--- src/rtl/mips_alu_pkg.sv ---
// Shared types and constants for the HI/LO multiply/divide sequencer.
package mips_alu_pkg;

  localparam int unsigned MULDIV_W        = 32;
  localparam int unsigned MUL_LATENCY_DEF = 3;

  typedef enum logic [2:0] {
    OP_MULT  = 3'd0,
    OP_MULTU = 3'd1,
    OP_DIV   = 3'd2,
    OP_DIVU  = 3'd3,
    OP_MTHI  = 3'd4,
    OP_MTLO  = 3'd5
  } muldiv_op_t;

  typedef enum logic [2:0] {
    ST_IDLE      = 3'd0,
    ST_MUL       = 3'd1,
    ST_DIV_SETUP = 3'd2,
    ST_DIV_ITER  = 3'd3,
    ST_DIV_FIX   = 3'd4
  } muldiv_state_t;

  // Two's-complement magnitude when en is set, value unchanged otherwise.
  function automatic logic [MULDIV_W-1:0] abs_if(input logic [MULDIV_W-1:0] v,
                                                 input logic                en);
    return (en && v[MULDIV_W-1]) ? -v : v;
  endfunction

endpackage

--- src/rtl/mips_div_step.sv ---
// One combinational iteration of an unsigned restoring divider.
module mips_div_step
  import mips_alu_pkg::*;
#(
  parameter int unsigned W = MULDIV_W
) (
  input  logic [W-1:0] rem_i,
  input  logic [W-1:0] quo_i,
  input  logic [W-1:0] divisor_i,
  output logic [W-1:0] rem_o,
  output logic [W-1:0] quo_o
);

  logic [W:0] shifted;
  logic [W:0] trial;

  // Shift in the next dividend bit, trial-subtract, restore on a negative result.
  // Because rem_i < divisor_i always holds, a W+1 bit difference is enough:
  // non-negative results stay below 2^W and negative ones always set bit W.
  always_comb begin
    shifted = {rem_i, quo_i[W-1]};
    trial   = shifted - {1'b0, divisor_i};
    if (trial[W]) begin
      rem_o = shifted[W-1:0];
      quo_o = {quo_i[W-2:0], 1'b0};
    end else begin
      rem_o = trial[W-1:0];
      quo_o = {quo_i[W-2:0], 1'b1};
    end
  end

endmodule

--- src/rtl/mips_muldiv_ctrl.sv ---
// HI/LO multiply/divide sequencer: pipelined multiplier, iterative restoring
// divider, MTHI/MTLO writes and the busy/done handshake towards the pipeline.
module mips_muldiv_ctrl
  import mips_alu_pkg::*;
#(
  parameter int unsigned MUL_LATENCY = MUL_LATENCY_DEF,
  parameter int unsigned DIV_BITS    = MULDIV_W
) (
  input  logic                clk,
  input  logic                reset_n,
  input  logic                op_valid,
  input  logic [2:0]          op,
  input  logic [MULDIV_W-1:0] src_a,
  input  logic [MULDIV_W-1:0] src_b,
  output logic                op_ready,
  output logic                busy,
  output logic                done,
  output logic                div_by_zero,
  output logic [MULDIV_W-1:0] hi,
  output logic [MULDIV_W-1:0] lo
);

  localparam int unsigned W      = MULDIV_W;
  localparam int unsigned CNT_W  = 6;
  localparam int unsigned STAGES = (MUL_LATENCY > 1) ? MUL_LATENCY - 1 : 1;

  muldiv_op_t    op_e;
  muldiv_state_t state_q;
  logic [CNT_W-1:0] cnt_q;
  logic [W-1:0]  opa_q, opb_q;
  logic          sgn_q;
  logic [W-1:0]  rem_q, quo_q, dvsr_q;
  logic [W-1:0]  rem_d, quo_d;
  logic          qneg_q, rneg_q;
  logic [W-1:0]  hi_q, lo_q;
  logic          busy_q, ready_q, done_q, dbz_q;

  logic [2*W-1:0] mul_a, mul_b, prod, mul_res;
  logic [2*W-1:0] pipe_q [STAGES];

  assign op_e = muldiv_op_t'(op);

  // Sign-extend only for MULT; the low 2W bits of the product are then correct
  // for both signed and unsigned operands.
  assign mul_a = {{W{sgn_q & opa_q[W-1]}}, opa_q};
  assign mul_b = {{W{sgn_q & opb_q[W-1]}}, opb_q};
  assign prod  = mul_a * mul_b;

  // Retiming stages behind the multiplier; operands are held while in MUL.
  always_ff @(posedge clk or negedge reset_n) begin
    if (!reset_n) begin
      for (int unsigned i = 0; i < STAGES; i++) pipe_q[i] <= '0;
    end else begin
      pipe_q[0] <= prod;
      for (int unsigned i = 1; i < STAGES; i++) pipe_q[i] <= pipe_q[i-1];
    end
  end

  assign mul_res = (MUL_LATENCY > 1) ? pipe_q[STAGES-1] : prod;

  mips_div_step #(
    .W (W)
  ) u_div_step (
    .rem_i     (rem_q),
    .quo_i     (quo_q),
    .divisor_i (dvsr_q),
    .rem_o     (rem_d),
    .quo_o     (quo_d)
  );

  // Sequencer FSM with registered handshake outputs and the HI/LO pair.
  always_ff @(posedge clk or negedge reset_n) begin
    if (!reset_n) begin
      state_q <= ST_IDLE;
      cnt_q   <= '0;
      opa_q   <= '0;
      opb_q   <= '0;
      sgn_q   <= 1'b0;
      rem_q   <= '0;
      quo_q   <= '0;
      dvsr_q  <= '0;
      qneg_q  <= 1'b0;
      rneg_q  <= 1'b0;
      hi_q    <= '0;
      lo_q    <= '0;
      busy_q  <= 1'b0;
      ready_q <= 1'b1;
      done_q  <= 1'b0;
      dbz_q   <= 1'b0;
    end else begin
      done_q <= 1'b0;
      dbz_q  <= 1'b0;
      case (state_q)
        ST_IDLE: begin
          if (op_valid) begin
            case (op_e)
              OP_MTHI: hi_q <= src_a;
              OP_MTLO: lo_q <= src_a;
              OP_MULT, OP_MULTU: begin
                opa_q   <= src_a;
                opb_q   <= src_b;
                sgn_q   <= (op_e == OP_MULT);
                cnt_q   <= CNT_W'(MUL_LATENCY - 1);
                state_q <= ST_MUL;
                busy_q  <= 1'b1;
                ready_q <= 1'b0;
              end
              OP_DIV, OP_DIVU: begin
                if (src_b == '0) begin
                  done_q <= 1'b1;
                  dbz_q  <= 1'b1;
                end else begin
                  opa_q   <= src_a;
                  opb_q   <= src_b;
                  sgn_q   <= (op_e == OP_DIV);
                  state_q <= ST_DIV_SETUP;
                  busy_q  <= 1'b1;
                  ready_q <= 1'b0;
                end
              end
              default: ;
            endcase
          end
        end
        ST_MUL: begin
          if (cnt_q == '0) begin
            {hi_q, lo_q} <= mul_res;
            done_q  <= 1'b1;
            state_q <= ST_IDLE;
            busy_q  <= 1'b0;
            ready_q <= 1'b1;
          end else begin
            cnt_q <= cnt_q - CNT_W'(1);
          end
        end
        ST_DIV_SETUP: begin
          quo_q   <= abs_if(opa_q, sgn_q);
          dvsr_q  <= abs_if(opb_q, sgn_q);
          qneg_q  <= sgn_q & (opa_q[W-1] ^ opb_q[W-1]);
          rneg_q  <= sgn_q & opa_q[W-1];
          rem_q   <= '0;
          cnt_q   <= CNT_W'(DIV_BITS - 1);
          state_q <= ST_DIV_ITER;
        end
        ST_DIV_ITER: begin
          rem_q <= rem_d;
          quo_q <= quo_d;
          if (cnt_q == '0) state_q <= ST_DIV_FIX;
          else             cnt_q   <= cnt_q - CNT_W'(1);
        end
        ST_DIV_FIX: begin
          lo_q    <= qneg_q ? -quo_q : quo_q;
          hi_q    <= rneg_q ? -rem_q : rem_q;
          done_q  <= 1'b1;
          state_q <= ST_IDLE;
          busy_q  <= 1'b0;
          ready_q <= 1'b1;
        end
        default: begin
          state_q <= ST_IDLE;
          busy_q  <= 1'b0;
          ready_q <= 1'b1;
        end
      endcase
    end
  end

  assign op_ready    = ready_q;
  assign busy        = busy_q;
  assign done        = done_q;
  assign div_by_zero = dbz_q;
  assign hi          = hi_q;
  assign lo          = lo_q;

endmodule

--- config.mk ---
export PLATFORM = sky130hd
export DESIGN_NAME = mips_muldiv_ctrl
export DESIGN_NICKNAME = d
export VERILOG_FILES = /design/src/rtl/mips_alu_pkg.sv /design/src/rtl/mips_div_step.sv /design/src/rtl/mips_muldiv_ctrl.sv
export SDC_FILE = /design/constraint.sdc
export NUM_CORES = 2
export LEC_CHECK = 0
export ABC_CLOCK_PERIOD_IN_PS = 16239
export BUFFER_PORTS_ARGS = -buffer_cell sky130_fd_sc_hd__buf_2
export CORE_MARGIN = 2
export CORE_UTILIZATION = 62
export DETAILED_ROUTE_END_ITERATION = 8
export PLACE_DENSITY = 0.76
export REMOVE_ABC_BUFFERS = 1
export SYNTH_ARGS = -nofsm -noshare
export SYNTH_HDL_FRONTEND = slang
export SYNTH_SLANG_ARGS = --single-unit
--- constraint.sdc ---
create_clock -name clk -period 16.24 [get_ports clk]
set_input_delay 3.248 -clock clk [delete_from_list [all_inputs] [get_ports clk]]
set_output_delay 3.248 -clock clk [all_outputs]
set_load 0.1 [all_outputs]
Word level (Yosys, flattened, before mapping)
Cells that the tools add are included.

word-level totals
  bits in registers = 368
  input port bits = 70
  output and inout port bits = 68

operators by class
  add/sub/neg operators = 6
  $mul = 1
  equality and inequality tests = 19
  mux-type cells = 48
  bitwise logic cells = 5
  reduce and logical (&&, ||, !) cells = 20

operator list
  cell                                                   count
  2-to-1 mux 32 bit                                      13
  case mux 32 bit (2 select lines)                       4
  case mux 32 bit (3 select lines)                       2
  negator 32 bit                                         4
  multiplier 33 x 33 -> 64 bit                           1
  subtractor 33 x 32 -> 33 bit                           1
  zero test 32 bit                                       1
  2-to-1 mux 6 bit                                       3
  case mux 6 bit (3 select lines)                        1
  AND reduction 4 bit                                    4
  2-to-1 mux 1 bit                                       13
  == test 3 x 2 -> 1 bit, second input constant          4
  2-to-1 mux 3 bit                                       4
  case mux 3 bit (4 select lines)                        1
  inequality test 2 bit, second input constant           5
  AND reduction 5 bit                                    2
  == test 3 bit, second input constant                   3
  case mux 1 bit (3 select lines)                        3
  OR reduction 2 bit                                     4
  == test 3 x 1 -> 1 bit, second input constant          2
  zero test 3 bit                                        2
  zero test 6 bit                                        1
  inequality test 2 x 1 -> 1 bit, second input constant  3
  case mux 1 bit (2 select lines)                        3
  10 further kinds                                       15

Logic depth before layout (Yosys ltp)
  word-level depth = 5
  gate-level depth with buffers = 32
  mapped depth without buffers = 28

Cells and area by module
Synthesis repeated with hierarchy kept, for this count alone.

second synthesis, totals
  cell total of the unflattened synthesis = 6,008
  area total of the unflattened synthesis = 56,301.5 um^2

by module, submodules not included
  module            times used  cells an instance  area an instance (um^2)  sequential area each (um^2)
  mips_muldiv_ctrl  1           5,672              53,710.3                 9,210.1
  mips_div_step     1           336                2,591.2                  0.0

Worst setup path before layout
Ideal clock, no wire load.

  path type = reg-to-reg
  start = register opa_q[31]
  end = register pipe_q[127] (netlist name)
  library setup time = 0.130 ns
  arrival = 8.441 ns
  required time = 16.110 ns
  path slack = 7.669 ns
  stages on the path, launching flop included = 29
  buffers on the path = 3
  clock period less this slack = 8.571 ns
  cells stage by stage = dfrtp_1 -> and2_1 -> clkbuf_1 -> clkbuf_1 -> buf_1 -> nand2_1 -> inv_1 -> fa_1 -> fa_1 -> fa_1 -> inv_1 -> fa_1 -> inv_1 -> fa_1 -> fa_1 -> inv_1 -> fa_1 -> fa_1 -> inv_1 -> ha_1 -> a21o_1 -> a21o_1 -> a31o_1 -> a21oi_1 -> o21ai_1 -> a211oi_2 -> o211ai_1 -> o41ai_2 -> xnor2_1

on the way
  cells in the longest elaborated chain, start to end = 2

RTL lines
  what                              RTL line                 RTL
  from (decl)                       mips_muldiv_ctrl.sv:30   logic [W-1:0] opa_q, opb_q;
  from (signal assigned)            mips_muldiv_ctrl.sv:100  opa_q <= src_a;
  from (signal assigned)            mips_muldiv_ctrl.sv:113  opa_q <= src_a;
  bitwise AND 1 bit                 mips_muldiv_ctrl.sv:45   assign mul_a = {{W{sgn_q & opa_q[W-1]}}, opa_q};
  multiplier 33 x 33 -> 64 bit (*)  mips_muldiv_ctrl.sv:47   assign prod = mul_a * mul_b;
  net prod[63]                      mips_muldiv_ctrl.sv:38   logic [2*W-1:0] mul_a, mul_b, prod, mul_res;
  to (decl)                         mips_muldiv_ctrl.sv:39   logic [2*W-1:0] pipe_q [STAGES];

Mark *: on every way through the listed nets, which the timed path passes. The rest lies on a longest branch.
A chain may end at the register's enable or synchronous reset.

Final worst setup path
  start = register opb_q[1]
  end = register pipe_q[127] (netlist name)

on the way
  cells in the longest elaborated chain, start to end = 1

RTL lines
  what                          RTL line                 RTL
  from (decl)                   mips_muldiv_ctrl.sv:30
  from (signal assigned)        mips_muldiv_ctrl.sv:101  opb_q <= src_b;
  from (signal assigned)        mips_muldiv_ctrl.sv:114  opb_q <= src_b;
  multiplier 33 x 33 -> 64 bit  mips_muldiv_ctrl.sv:47
  net prod[63]                  mips_muldiv_ctrl.sv:38

The timed path passes the listed nets, and every way through them passes these cells.

==> run metrics <==
Via density=5.97; Crit Path Max Fanout=33; initial antenna violation count=7; via count=42103; critical path arrival=9650 ps; Critical Path Start Type=flop; die footprint=0.0922 sq mm; Setup-failing EPs final=0; GRT Util Overall=35.4%; Setup Fix Bufs, Post-CTS=0; drt pass-1 iters=6; Synth Flop Type=dfrtp_1; Mapped Area=0.0557 sq mm; pin count of the biggest net entering global routing=160; Critical Path Sink=pipe_q[127]; Synth top area share=40.5%; Remaining DRCs=0; num ports=138; Final Hold Viols=0; RSZ-0062 raised after global routing=false; FP Rows=109; Synth-to-Final Area Change=4.82%; post-route insts no fill=7057; Critical path origin=opb_q[1]; clk_skew=17.8 ps; Critical Setup Path Class=reg -> reg; post-synth top area cell=fa_1; clk_lat worst skew=550 ps; final setup TNS=0 ps; WHS Path Cells=0; Rel. slew slack=15.1%; Num CTS Buffers=38; worst r2r src=opb_q[1]; Seq cells post-synth=368; Finished Core Util=65.8%; core box area=0.0886 sq mm; clock sink count=368; worst hold path class=reg -> reg; drt wl/cell=22.3 microns; proportion of layout cells with a drive suffix above 1=6.37%; Crit. End Element=flop; gpl congestion=0.982; clock-pin slew on the worst setup and hold paths=60 ps; Worst-Margin Slew=1270 ps; Netlist cell types=81; Worst R2R Path Depth=25; GRT overflow=0; Critical Path RT=16650 ps; post-cts sizing count=0; die height=304 microns; minimum clock period=9250 ps; Synth Instances=5974; flop2flop setup slack=6990 ps; crit share post-route=57.0%; Synth async-reset ratio=100%; Port Buffers=137; EDFF count, synth=0; fin. max-slew vios=0; max_cap viols=0; setup ws final=6990 ps; Starting Density=62.8%; largest cells by area after synthesis=fa_1 (40%), dfrtp_1 (16%), inv_1 (7.9%), nand2_1 (5.8%), ha_1 (5.6%); hpwl dp=117000 microns; Max Fclk=108 MHz; H-tree depth=2; Mean Syn Cell Area=9.32 sq um; outcome=finished, final reports clean; clock root buffer=clkbuf_16; dpl ws=7090 ps; first-pass GRT wire length=252000 microns; CTS tree=yes; initial drt markers=4209; Placed Cells=6988; register area share after synthesis=16.5%; Crit Reg-Reg Endpoint=pipe_q[127]; number of global-route vias before repair=44730; clk buf depth=3; cts hold-fix bufs=0; Antenna Nets Post-Route=0; final net count=7310; warnings from Yosys=0; Die X-Extent=304 microns; final wirelength=157000 microns
## cell families after synthesis
| logic type | share of synthesized area [%] |
|---|---|
| fa+ha+maj | 46.1 |
| xor+xnor | 3.46 |
| buf+inv | 10.5 |
| compound gates | 7.51 |
| simple gates | 14.3 |
| flops | 16.5 |
| mux | 1.59 |
## worst min-delay path by stage
stage | slack (ps) | end | from
final | 340 | mul_res[25] | pipe_q[89]
after global routing | 350 | mul_res[10] | pipe_q[74]
after CTS | 350 | mul_res[10] | pipe_q[74]
after detailed placement | 330 | mul_res[56] | pipe_q[120]
after global placement | 330 | mul_res[30] | pipe_q[94]
after floorplan | 330 | mul_res[0] | pipe_q[64]
## per-layer routing
metal  GRT usage [%]  share of wire (%)  routed length, microns
met1            48.1                 39                   61000
met5               0              0.017                      27
met3            7.23                 11                   16800
met4            16.4                5.4                    8530
met2            55.2                 45                   71200
## layout by cell type (no fill, tap or decap), drive strengths merged, types with 65 or more instances in the layout
cell type  count
mux2          66
xor2         105
nor2         283
nand2        860
o21ai        167
fa          1126
ha           251
a221oi        65
inv         1173
buf          221
a21oi        185
xnor2        115
dfrtp        367
and2         351
## stage by stage
stage                     area (sq um)  hold WS, ps
after CTS                        58400          347
after detailed placement         57100          335
after global routing             58400          349
after global placement           57100          332
final                            58400          345
after floorplan                  54200          331
## Yosys cell counts (4+ instances only)
cell type / number
a21oi_1: 184
xnor2_1: 115
a211o_1: 4
a211oi_1: 13
xor2_1: 105
clkbuf_1: 284
o21a_1: 12
o41ai_1: 11
fa_1: 1126
o21ai_1: 28
a21boi_0: 4
nor3_1: 35
buf_2: 7
o311ai_1: 23
nand4_1: 8
buf_1: 74
and4_1: 4
o21ai_0: 138
nand2_1: 860
nor3b_1: 4
nand3_1: 59
buf_6: 4
o31ai_1: 24
and3_1: 29
a221oi_1: 65
nor2_1: 283
mux2_2: 66
or2_2: 4
and2_1: 351
o21bai_1: 14
nor2b_1: 17
a22oi_1: 21
dfrtp_1: 367
ha_1: 251
a21o_1: 41
or3_1: 23
inv_1: 1172
or4_1: 7
nand2b_1: 20
a31oi_1: 15
o211ai_1: 7
nor4_1: 23
mux2i_1: 14
## state kept, by name, indices dropped and copies added, names as in the netlist
| register | cells |
|---|---|
| rneg_q | 1 |
| mul_res | 64 |
| dvsr_q | 32 |
| quo_q | 32 |
| hi | 32 |
| opb_q | 32 |
| rem_q | 32 |
| lo | 32 |
| qneg_q | 1 |
| pipe_q | 64 |
| op_ready | 1 |
| cnt_q | 6 |
| div_by_zero | 1 |
| busy | 1 |
| opa_q | 32 |
| sgn_q | 1 |
| done | 1 |
| state_q | 3 |
## worst max-delay path, stage by stage, from the launching register on
cell and delay (ps):
dfrtp_1 320, buf_4 320, inv_1 220, nor2_1 260
fa_1 550, fa_1 560, fa_1 690, inv_1 320
fa_1 1150, inv_1 350, fa_1 550, fa_1 560
inv_1 50, fa_1 450, fa_1 500, inv_1 40
ha_1 350, a21o_1 190, a21o_1 190, a31o_1 220
a21oi_1 130, o21ai_1 90, a211oi_2 380, o211ai_1 200
o41ai_2 330, xnor2_1 110
## area by class of cell
| cell class | count | area, sq um |
|---|---|---|
| antenna | 1 | 2.50 |
| clock buffer | 52 | 1100 |
| clock inverter | 16 | 191 |
| fill | 7033 | 30300 |
| inverter | 1172 | 4400 |
| multi-input combinational | 4062 | 40700 |
| sequential | 368 | 9210 |
| tap | 1165 | 1460 |
| timing repair buffer | 221 | 1340 |
Power is left out: the tool's default activity adds up to more than one toggle a clock period on the data nets, which glitch-free logic cannot reach.
